--- src/rtl/alu_pkg.sv ---
// Shared op-code and FSM encodings for alu_seq, its decoder and the testbench.
package alu_pkg;

    localparam logic [2:0] OP_ADD = 3'd0;
    localparam logic [2:0] OP_SUB = 3'd1;
    localparam logic [2:0] OP_AND = 3'd2;
    localparam logic [2:0] OP_OR  = 3'd3;
    localparam logic [2:0] OP_XOR = 3'd4;
    localparam logic [2:0] OP_MUL = 3'd5;
    localparam logic [2:0] OP_ACC = 3'd6;
    localparam logic [2:0] OP_CLR = 3'd7;

    typedef enum logic {
        S_IDLE = 1'b0,
        S_MUL  = 1'b1
    } state_t;

endpackage

--- src/rtl/alu_seq_if.sv ---
// Start/done handshake bundle between the operand stage and alu_seq.
interface alu_seq_if #(
    parameter int WIDTH = 8
);
    logic             start;
    logic [2:0]       op;
    logic [WIDTH-1:0] a;
    logic [WIDTH-1:0] b;
    logic             busy;
    logic             done;
    logic [WIDTH-1:0] out;
    logic             carry;
    logic             zero;

    modport master (
        output start, op, a, b,
        input  busy, done, out, carry, zero
    );

    modport slave (
        input  start, op, a, b,
        output busy, done, out, carry, zero
    );
endinterface

--- src/rtl/alu_mul_unit.sv ---
// Shift-add multiplier: one bit of b per enabled cycle, LSB first.
module alu_mul_unit #(
    parameter int WIDTH = 8
) (
    input  logic               clk,
    input  logic               rst,
    input  logic               load,
    input  logic               en,
    input  logic [WIDTH-1:0]   a,
    input  logic [WIDTH-1:0]   b,
    output logic               last,
    output logic [2*WIDTH-1:0] product
);
    localparam int CW = (WIDTH > 2) ? $clog2(WIDTH) : 1;

    logic [2*WIDTH-1:0] acc;
    logic [2*WIDTH-1:0] mcand;
    logic [WIDTH-1:0]   mplier;
    logic [CW-1:0]      cnt;

    // product already includes the current step so the FSM can write back on the last edge
    assign product = acc + (mplier[0] ? mcand : '0);
    assign last    = (cnt == CW'(WIDTH - 1));

    always_ff @(posedge clk) begin
        if (rst) begin
            acc    <= '0;
            mcand  <= '0;
            mplier <= '0;
            cnt    <= '0;
        end else if (load) begin
            acc    <= '0;
            mcand  <= {{WIDTH{1'b0}}, a};
            mplier <= b;
            cnt    <= '0;
        end else if (en) begin
            acc    <= product;
            mcand  <= mcand << 1;
            mplier <= mplier >> 1;
            cnt    <= cnt + 1'b1;
        end
    end

endmodule

--- src/rtl/alu_seq.sv ---
// Clocked WIDTH-bit ALU: single-cycle ops plus an iterative multiply on a start/done handshake.
module alu_seq
    import alu_pkg::*;
#(
    parameter int WIDTH = 8
) (
    input  logic      clk,
    input  logic      rst,
    alu_seq_if.slave  bus
);
    state_t           state;
    logic [WIDTH-1:0] out_q;
    logic             carry_q;
    logic             zero_q;
    logic             done_q;
    logic             busy_q;

    logic [WIDTH:0]     res;
    logic               mul_load;
    logic               mul_last;
    logic [2*WIDTH-1:0] mul_prod;

    assign mul_load = (state == S_IDLE) && bus.start && (bus.op == OP_MUL);

    alu_mul_unit #(.WIDTH(WIDTH)) u_mul (
        .clk     (clk),
        .rst     (rst),
        .load    (mul_load),
        .en      (state == S_MUL),
        .a       (bus.a),
        .b       (bus.b),
        .last    (mul_last),
        .product (mul_prod)
    );

    // bit WIDTH carries the add carry-out / subtract borrow; zero for logic ops
    always_comb begin
        res = '0;
        case (bus.op)
            OP_ADD:  res = {1'b0, bus.a} + {1'b0, bus.b};
            OP_SUB:  res = {1'b0, bus.a} - {1'b0, bus.b};
            OP_AND:  res = {1'b0, bus.a & bus.b};
            OP_OR:   res = {1'b0, bus.a | bus.b};
            OP_XOR:  res = {1'b0, bus.a ^ bus.b};
            OP_ACC:  res = {1'b0, out_q} + {1'b0, bus.a};
            default: res = '0;
        endcase
    end

    always_ff @(posedge clk) begin
        if (rst) begin
            state   <= S_IDLE;
            out_q   <= '0;
            carry_q <= 1'b0;
            zero_q  <= 1'b0;
            done_q  <= 1'b0;
            busy_q  <= 1'b0;
        end else begin
            done_q <= 1'b0;
            case (state)
                S_IDLE: begin
                    if (bus.start) begin
                        if (bus.op == OP_MUL) begin
                            state  <= S_MUL;
                            busy_q <= 1'b1;
                        end else begin
                            out_q   <= res[WIDTH-1:0];
                            carry_q <= res[WIDTH];
                            zero_q  <= (res[WIDTH-1:0] == '0);
                            done_q  <= 1'b1;
                        end
                    end
                end
                S_MUL: begin
                    if (mul_last) begin
                        out_q   <= mul_prod[WIDTH-1:0];
                        carry_q <= |mul_prod[2*WIDTH-1:WIDTH];
                        zero_q  <= (mul_prod[WIDTH-1:0] == '0);
                        done_q  <= 1'b1;
                        busy_q  <= 1'b0;
                        state   <= S_IDLE;
                    end
                end
                default: state <= S_IDLE;
            endcase
        end
    end

    assign bus.out   = out_q;
    assign bus.carry = carry_q;
    assign bus.zero  = zero_q;
    assign bus.done  = done_q;
    assign bus.busy  = busy_q;

endmodule

--- src/flat_wrapper.sv ---
// flat-port wrapper written by rule: the top's interface ports become plain ports
module alu_seq_flat import alu_pkg::*;
#(
    parameter int WIDTH = 8
)
  (clk, rst, bus_start, bus_op, bus_a, bus_b, bus_busy, bus_done, bus_out, bus_carry, bus_zero);
  alu_seq_if #(.WIDTH(WIDTH)) bus_i ();
  input  logic clk;
  input  logic rst;
  input wire logic [$bits(bus_i.start)-1:0] bus_start;
  input wire logic [$bits(bus_i.op)-1:0] bus_op;
  input wire logic [$bits(bus_i.a)-1:0] bus_a;
  input wire logic [$bits(bus_i.b)-1:0] bus_b;
  output wire logic [$bits(bus_i.busy)-1:0] bus_busy;
  output wire logic [$bits(bus_i.done)-1:0] bus_done;
  output wire logic [$bits(bus_i.out)-1:0] bus_out;
  output wire logic [$bits(bus_i.carry)-1:0] bus_carry;
  output wire logic [$bits(bus_i.zero)-1:0] bus_zero;
  assign bus_i.start = bus_start;
  assign bus_i.op = bus_op;
  assign bus_i.a = bus_a;
  assign bus_i.b = bus_b;
  assign bus_busy = bus_i.busy;
  assign bus_done = bus_i.done;
  assign bus_out = bus_i.out;
  assign bus_carry = bus_i.carry;
  assign bus_zero = bus_i.zero;
  alu_seq #(.WIDTH(WIDTH)) u_core (.clk(clk), .rst(rst), .bus(bus_i));
endmodule
--- config.mk ---
export PLATFORM = sky130hd
export DESIGN_NAME = alu_seq_flat
export DESIGN_NICKNAME = d
export VERILOG_FILES = /design/src/rtl/alu_pkg.sv /design/src/rtl/alu_seq_if.sv /design/src/rtl/alu_mul_unit.sv /design/src/rtl/alu_seq.sv /design/src/flat_wrapper.sv
export SDC_FILE = /design/constraint.sdc
export NUM_CORES = 1
export LEC_CHECK = 0
export CAP_MARGIN = 20
export CORE_MARGIN = 2
export CORE_UTILIZATION = 45
export DETAILED_ROUTE_END_ITERATION = 7
export PLACE_DENSITY_LB_ADDON = 0.2
export SLEW_MARGIN = 20
export SYNTH_ARGS = -nofsm -noshare
export SYNTH_HDL_FRONTEND = slang
export SYNTH_SLANG_ARGS = --single-unit
--- constraint.sdc ---
create_clock -name clk -period 7.7 [get_ports clk]
set_clock_uncertainty 0.1 [all_clocks]
set_input_delay 2.31 -clock clk [delete_from_list [all_inputs] [get_ports clk]]
set_output_delay 2.31 -clock clk [all_outputs]
set_load 0.05 [all_outputs]
---- Word-level counts from Yosys, hierarchy flattened ----
Cells that the tools add are included.
operators by class
  $add $sub $neg .......................... 5
  equal/unequal tests ..................... 11
  multiplexer cells ....................... 30
  bitwise logic cells ..................... 4
  reductions and logical operators ........ 10
operators by type and width
  kind                                           count
  two-way mux 8 bit                              7
  case mux 9 bit (6 select lines)                1
  adder 8 x 8 -> 9 bit                           2
  adder 16 bit                                   1
  zero test 8 bit                                2
  two-way mux 16 bit                             1
  case mux 8 bit (2 select lines)                1
  two-way mux 1 bit                              15
  == test 3 bit, second input constant           4
  case mux 1 bit (2 select lines)                5
  subtractor 8 x 8 -> 9 bit                      1
  bitwise AND 8 bit                              1
  != test 2 bit, second input constant           4
  bitwise OR 8 bit                               1
  OR reduction 8 bit                             1
  XOR 8 bit                                      1
  == test 3 x 2 -> 1 bit, second input constant  2
  AND reduction 3 bit                            2
  adder 3 x 1 -> 3 bit, second input constant    1
  == test 3 x 1 -> 1 bit, second input constant  1
  zero test 3 bit                                1
  logical AND 1 bit                              2
  nonzero test 2 bit                             1
  OR reduction 2 bit                             1
  inverter 1 bit                                 1
storage, ports and cells
  bits in registers ....................... 56
  input port bits ......................... 22
  output and inout port bits .............. 12
  logic and storage cells ................. 71

---- Longest topological paths before layout ----
  word-level depth ........................ 6
  mapped depth ............................ 16
  depth with buffers taken out ............ 15

---- Hierarchy ----
Synthesis repeated with hierarchy kept, for this count alone.
second synthesis, totals
  cells, all modules ...................... 570
  area total of the unflattened synthesis .. 4451.8 um^2
modules (own cells, without submodules)
  module        times used  cells an instance  area an instance (um^2)  seq. area each (um^2)
  alu_mul_unit  1           302                2566.2                   860.8
  alu_seq       1           268                1885.6                   260.2

---- Worst setup path before layout ----
OpenSTA, ideal clock, no wires.
  path kind ............................... input-to-reg
  from .................................... input port bus_op[2]
  to ...................................... register u_core.zero_q, in the netlist u_core.bus.zero
  library setup time ...................... 0.059 ns
  arrival ................................. 5.244 ns
  required time ........................... 7.541 ns
  setup slack ............................. 2.297 ns
  stages on the path ...................... 14
  path buffers ............................ 3
  cells stage by stage .................... clkbuf_1 clkbuf_1 clkbuf_1 nor3_1 o21ai_0 o311a_1 inv_1 fa_1 a21oi_1 a22oi_1 o22ai_1 or4b_2 nor4_1 a22o_1
on the way
  cells in the longest elaborated chain, start to end .. 6
  elaborated cells between the ends (all ways) .. 14
  those cells by class .................... eq/ne: 7; mux: 4; reduce/logical: 3
RTL lines
  element                                RTL line            source
  from (decl)                            flat_wrapper.sv:11  input wire logic [$bits(bus_i.op)-1:0] bus_op;
  == test 3 bit (tied with other cells)  alu_seq.sv:39       case (bus.op)
  case mux 9 bit (6 select lines)        alu_seq.sv:39
  zero test 8 bit                        alu_seq.sv:69       zero_q <= (res[WIDTH-1:0] == '0);
  two-way mux 1 bit                      alu_seq.sv:63       if (bus.op == OP_MUL) begin
  two-way mux 1 bit                      alu_seq.sv:62       if (bus.start) begin
  case mux 1 bit (2 select lines)        alu_seq.sv:60       case (state)
  to (signal assigned)                   alu_seq.sv:69
  to (signal assigned)                   alu_seq.sv:78       zero_q <= (mul_prod[WIDTH-1:0] == '0);
  to (decl)                              alu_seq.sv:14       logic zero_q;
Several ways; a longest one is shown, not always the timed one. The select of a mux whose other input is x is not followed.
A chain may end at the register's enable or synchronous reset.

---- Worst setup path in the final report ----
  from .................................... input port bus_op[0]
  to ...................................... register u_core.zero_q, in the netlist u_core.bus.zero
Same word-level chain as after synthesis.

==> metrics <==
status=finished, final reports clean; first-pass GRT wire length=18300 um; Critical R2R Launch=u_core.u_mul.mplier[0]$_SDFFE_PP0P_; Pwr Density=137 mW/mm^2; reg2reg end=u_core.bus.zero$_SDFFE_PP0P_; Leak=0.00195 uW; critical path launch point type=input pin; max_cap viols=0; fin util=51.3%; RSZ-0062 raised after global routing=false; vias after detailed routing=3950; H-Tree Depth=2; Synth Flop Type=dfxtp_1; Clock Sinks=56; Multi-input gate area=0.00290 sq mm; residual DRC count=0; Die X=101 um; Placed Cells=656; most frequent cells in the layout=dfxtp_1, nor2_1, a21oi_1; hold crit path type=reg -> reg; worst skew pair latency=0.32 ns; commonest non-fill, non-tap cell in the layout=dfxtp_1; largest net degree at the start of global routing=39; P&R area growth vs syn=11.2%; core area=0.00920 sq mm; GRT overflow=0; Syn Inst Count=538; initial DRC count=166; Period minus WS final=6.08 ns; clk slew on worst S/H paths=0.11 ns; Post-DP Area=0.00463 sq mm; Top-Level Pins=34; CP Data Required Time=7.87 ns; actual slew at the worst max-slew pin=0.969 ns; Starting Density=46.2%; Antenna Violating Nets Remaining=0; Cell variety after synth=62; post-synthesis cell area=0.00425 sq mm; Vias/cell=5.95; endpoint type of the worst setup path=register; peak supply drop=0.103 mV; NumNets Final=618; vias in the first global route=3683; num rows=35; FF+latch area=0.00112 sq mm; r2r worst-path depth=9; CTS Hold Bufs=0; fill cell count=921; CTS buffer count=5; port bufs=33; syn nets=604; hpwl dp=8600 um; Yosys reg bits=56; Die ar.=0.0102 sq mm; worst setup path endpoint=u_core.bus.zero$_SDFFE_PP0P_; crit path from=bus_op[0]; EDFF count, synth=0; final non-filler cell total=664; ys async rst share=0%; root buffer cell=clkbuf_8; postcts setup bufs=0; post-CTS sizing=0; Setup TNS=0 ns; CTS tree=built; initial antenna violation count=0; worst rel slew slack=35.2%; RD Place Congestion=0.962; final WL=11200 um; flop2flop setup slack=4.47 ns; cells along the critical path=clkdlybuf4s50_1 > inv_1 > nor3_1 > nand3b_1 > o21ai_0 > a21oi_1 > ha_1 > nor2b_1 > o21a_1 > o211ai_1 > and4_1 > o31ai_1 > a2111oi_0 > a22o_1; Seq/Total Area, Yosys=26.4%; Fmax achieved=0.164 GHz; post-route cell area=0.00472 sq mm; WHS=0.361 ns; slowest CP cell=clkdlybuf4s50_1; YS warnings=0; buffer depth of the longest clock path=2; chip height=101 um; final setup fails=0; Tcrit/Tclk final=79.0%; final hold vios=0; overall routing resource usage=22.6%; Ant. Diodes=0; wire per inst=16.8 um; Worst Path Class, Setup=in -> reg; layout cells sized above 1=4.70%; first drt pass iteration count=4; Critical Path Max Stage Delay=0.97 ns; Avg Synthesized Cell Area=7.90 sq um; critical path peak fanout=22; Max Slew Vio Count=0; Worst Path Arrival=6.25 ns
-- critical path: cells and delay by family --
family / cells / cell delay, ns
and+or+nand+nor: 4 / 1.03
AOI/OAI and AO/OA: 7 / 1.27
adders and majority gates: 1 / 0.35
buffers and inverters: 2 / 1.30
-- how the worst min path moves through the flow --
stage	startpoint	end	slack, ns	cells after the start
6_report	u_core.u_mul.mplier[1]$_SDFFE_PP0P_	u_core.u_mul.mplier[1]$_SDFFE_PP0P_	0.36	2
3_5_place_dp	u_core.u_mul.mplier[2]$_SDFFE_PP0P_	u_core.u_mul.mplier[2]$_SDFFE_PP0P_	0.35	2
3_3_place_gp	u_core.u_mul.mplier[1]$_SDFFE_PP0P_	u_core.u_mul.mplier[1]$_SDFFE_PP0P_	0.34	2
2_1_floorplan	u_core.u_mul.acc[13]$_SDFFE_PP0P_	u_core.u_mul.acc[13]$_SDFFE_PP0P_	0.34	2
5_1_grt	u_core.u_mul.mplier[2]$_SDFFE_PP0P_	u_core.u_mul.mplier[2]$_SDFFE_PP0P_	0.39	2
4_1_cts	u_core.u_mul.mplier[4]$_SDFFE_PP0P_	u_core.u_mul.mplier[4]$_SDFFE_PP0P_	0.36	2
-- routing by layer --
metal | routed length, um | GRT usage [%] | vias up
met5 | 0 | 0 | -
met4 | 324 | 7.59 | 0
met3 | 436 | 3.04 | 26
met2 | 5040 | 35.6 | 95
met1 | 5390 | 31.9 | 1845
li1 | - | - | 1984
-- synthesized netlist by cell type, types with 2 or more instances --
master	instances	share of area (%)
a31oi_1	8	1.2
or2_2	3	0.44
nand3_1	5	0.59
o21ai_0	23	2.7
or3_1	2	0.29
and3_1	4	0.59
a22oi_1	22	3.9
o21bai_1	2	0.35
xor2_1	3	0.62
ha_1	42	12
nor3_1	11	1.3
mux2i_1	24	5.7
fa_1	2	0.94
nor3b_1	6	1.1
o211ai_1	4	0.71
nand3b_1	3	0.53
a22o_1	2	0.41
o21a_1	5	0.88
a21o_1	6	1.1
o221ai_1	3	0.62
dfxtp_1	56	26
nor4_1	3	0.44
o22ai_1	9	1.3
a221oi_1	2	0.41
nor2b_1	8	1.2
nand2_1	43	3.8
or4_1	3	0.53
o22a_1	3	0.62
and2_1	16	2.4
a211oi_1	4	0.71
a21oi_1	46	5.4
a211o_1	2	0.41
a21o_2	2	0.41
o31ai_1	6	1.1
nor2_1	53	4.7
inv_1	32	2.8
xnor2_1	12	2.5
clkbuf_1	28	2.5
a32oi_1	2	0.41
nand2b_1	4	0.59
o311a_1	2	0.47
a2111o_1	2	0.53
-- flip-flops by register name (all words and copies together) (netlist names) --
register	count
u_core.u_mul.mplier	8
u_core.bus.done	1
u_core.u_mul.acc	16
u_core.bus.carry	1
u_core.bus.busy	1
u_core.u_mul.mcand	16
u_core.state	1
u_core.u_mul.cnt	3
u_core.bus.out	8
u_core.bus.zero	1
-- cell families after synthesis --
group / after synthesis / synth area share (%)
buffers and inverters: 61 / 5.39
and+or+nand+nor: 169 / 19.4
DFF: 56 / 26.4
adders and majority gates: 44 / 13.3
AOI/OAI and AO/OA: 168 / 26.5
muxes: 25 / 5.92
xor gates and xnor gates: 15 / 3.09
-- cell type report --
| class | instances | share of cell area, % |
|---|---|---|
| repair buffers | 36 | 7.47 |
| well taps | 111 | 2.94 |
| flip-flops and latches | 56 | 23.8 |
| inverters | 32 | 2.54 |
| clock buffers | 5 | 1.46 |
| multi-input cells | 421 | 61.4 |
| clock inverters | 3 | 0.450 |
-- per-stage QoR --
stage | worst slack (ns) | total power (uW)
final | 1.62 | 646
after global routing | 1.21 | 680
after CTS | 1.64 | 650
after detailed placement | 1.29 | 481
after global placement | 1.42 | 478
after floorplan | 2.30 | 426
-- power breakdown --
part	internal [uW]	switching, uW	total (uW)
registers	297	8.51	306
logic	67.8	102	170
clock network	65.0	105	170
Note: power is estimated with default switching activity, not from simulation.
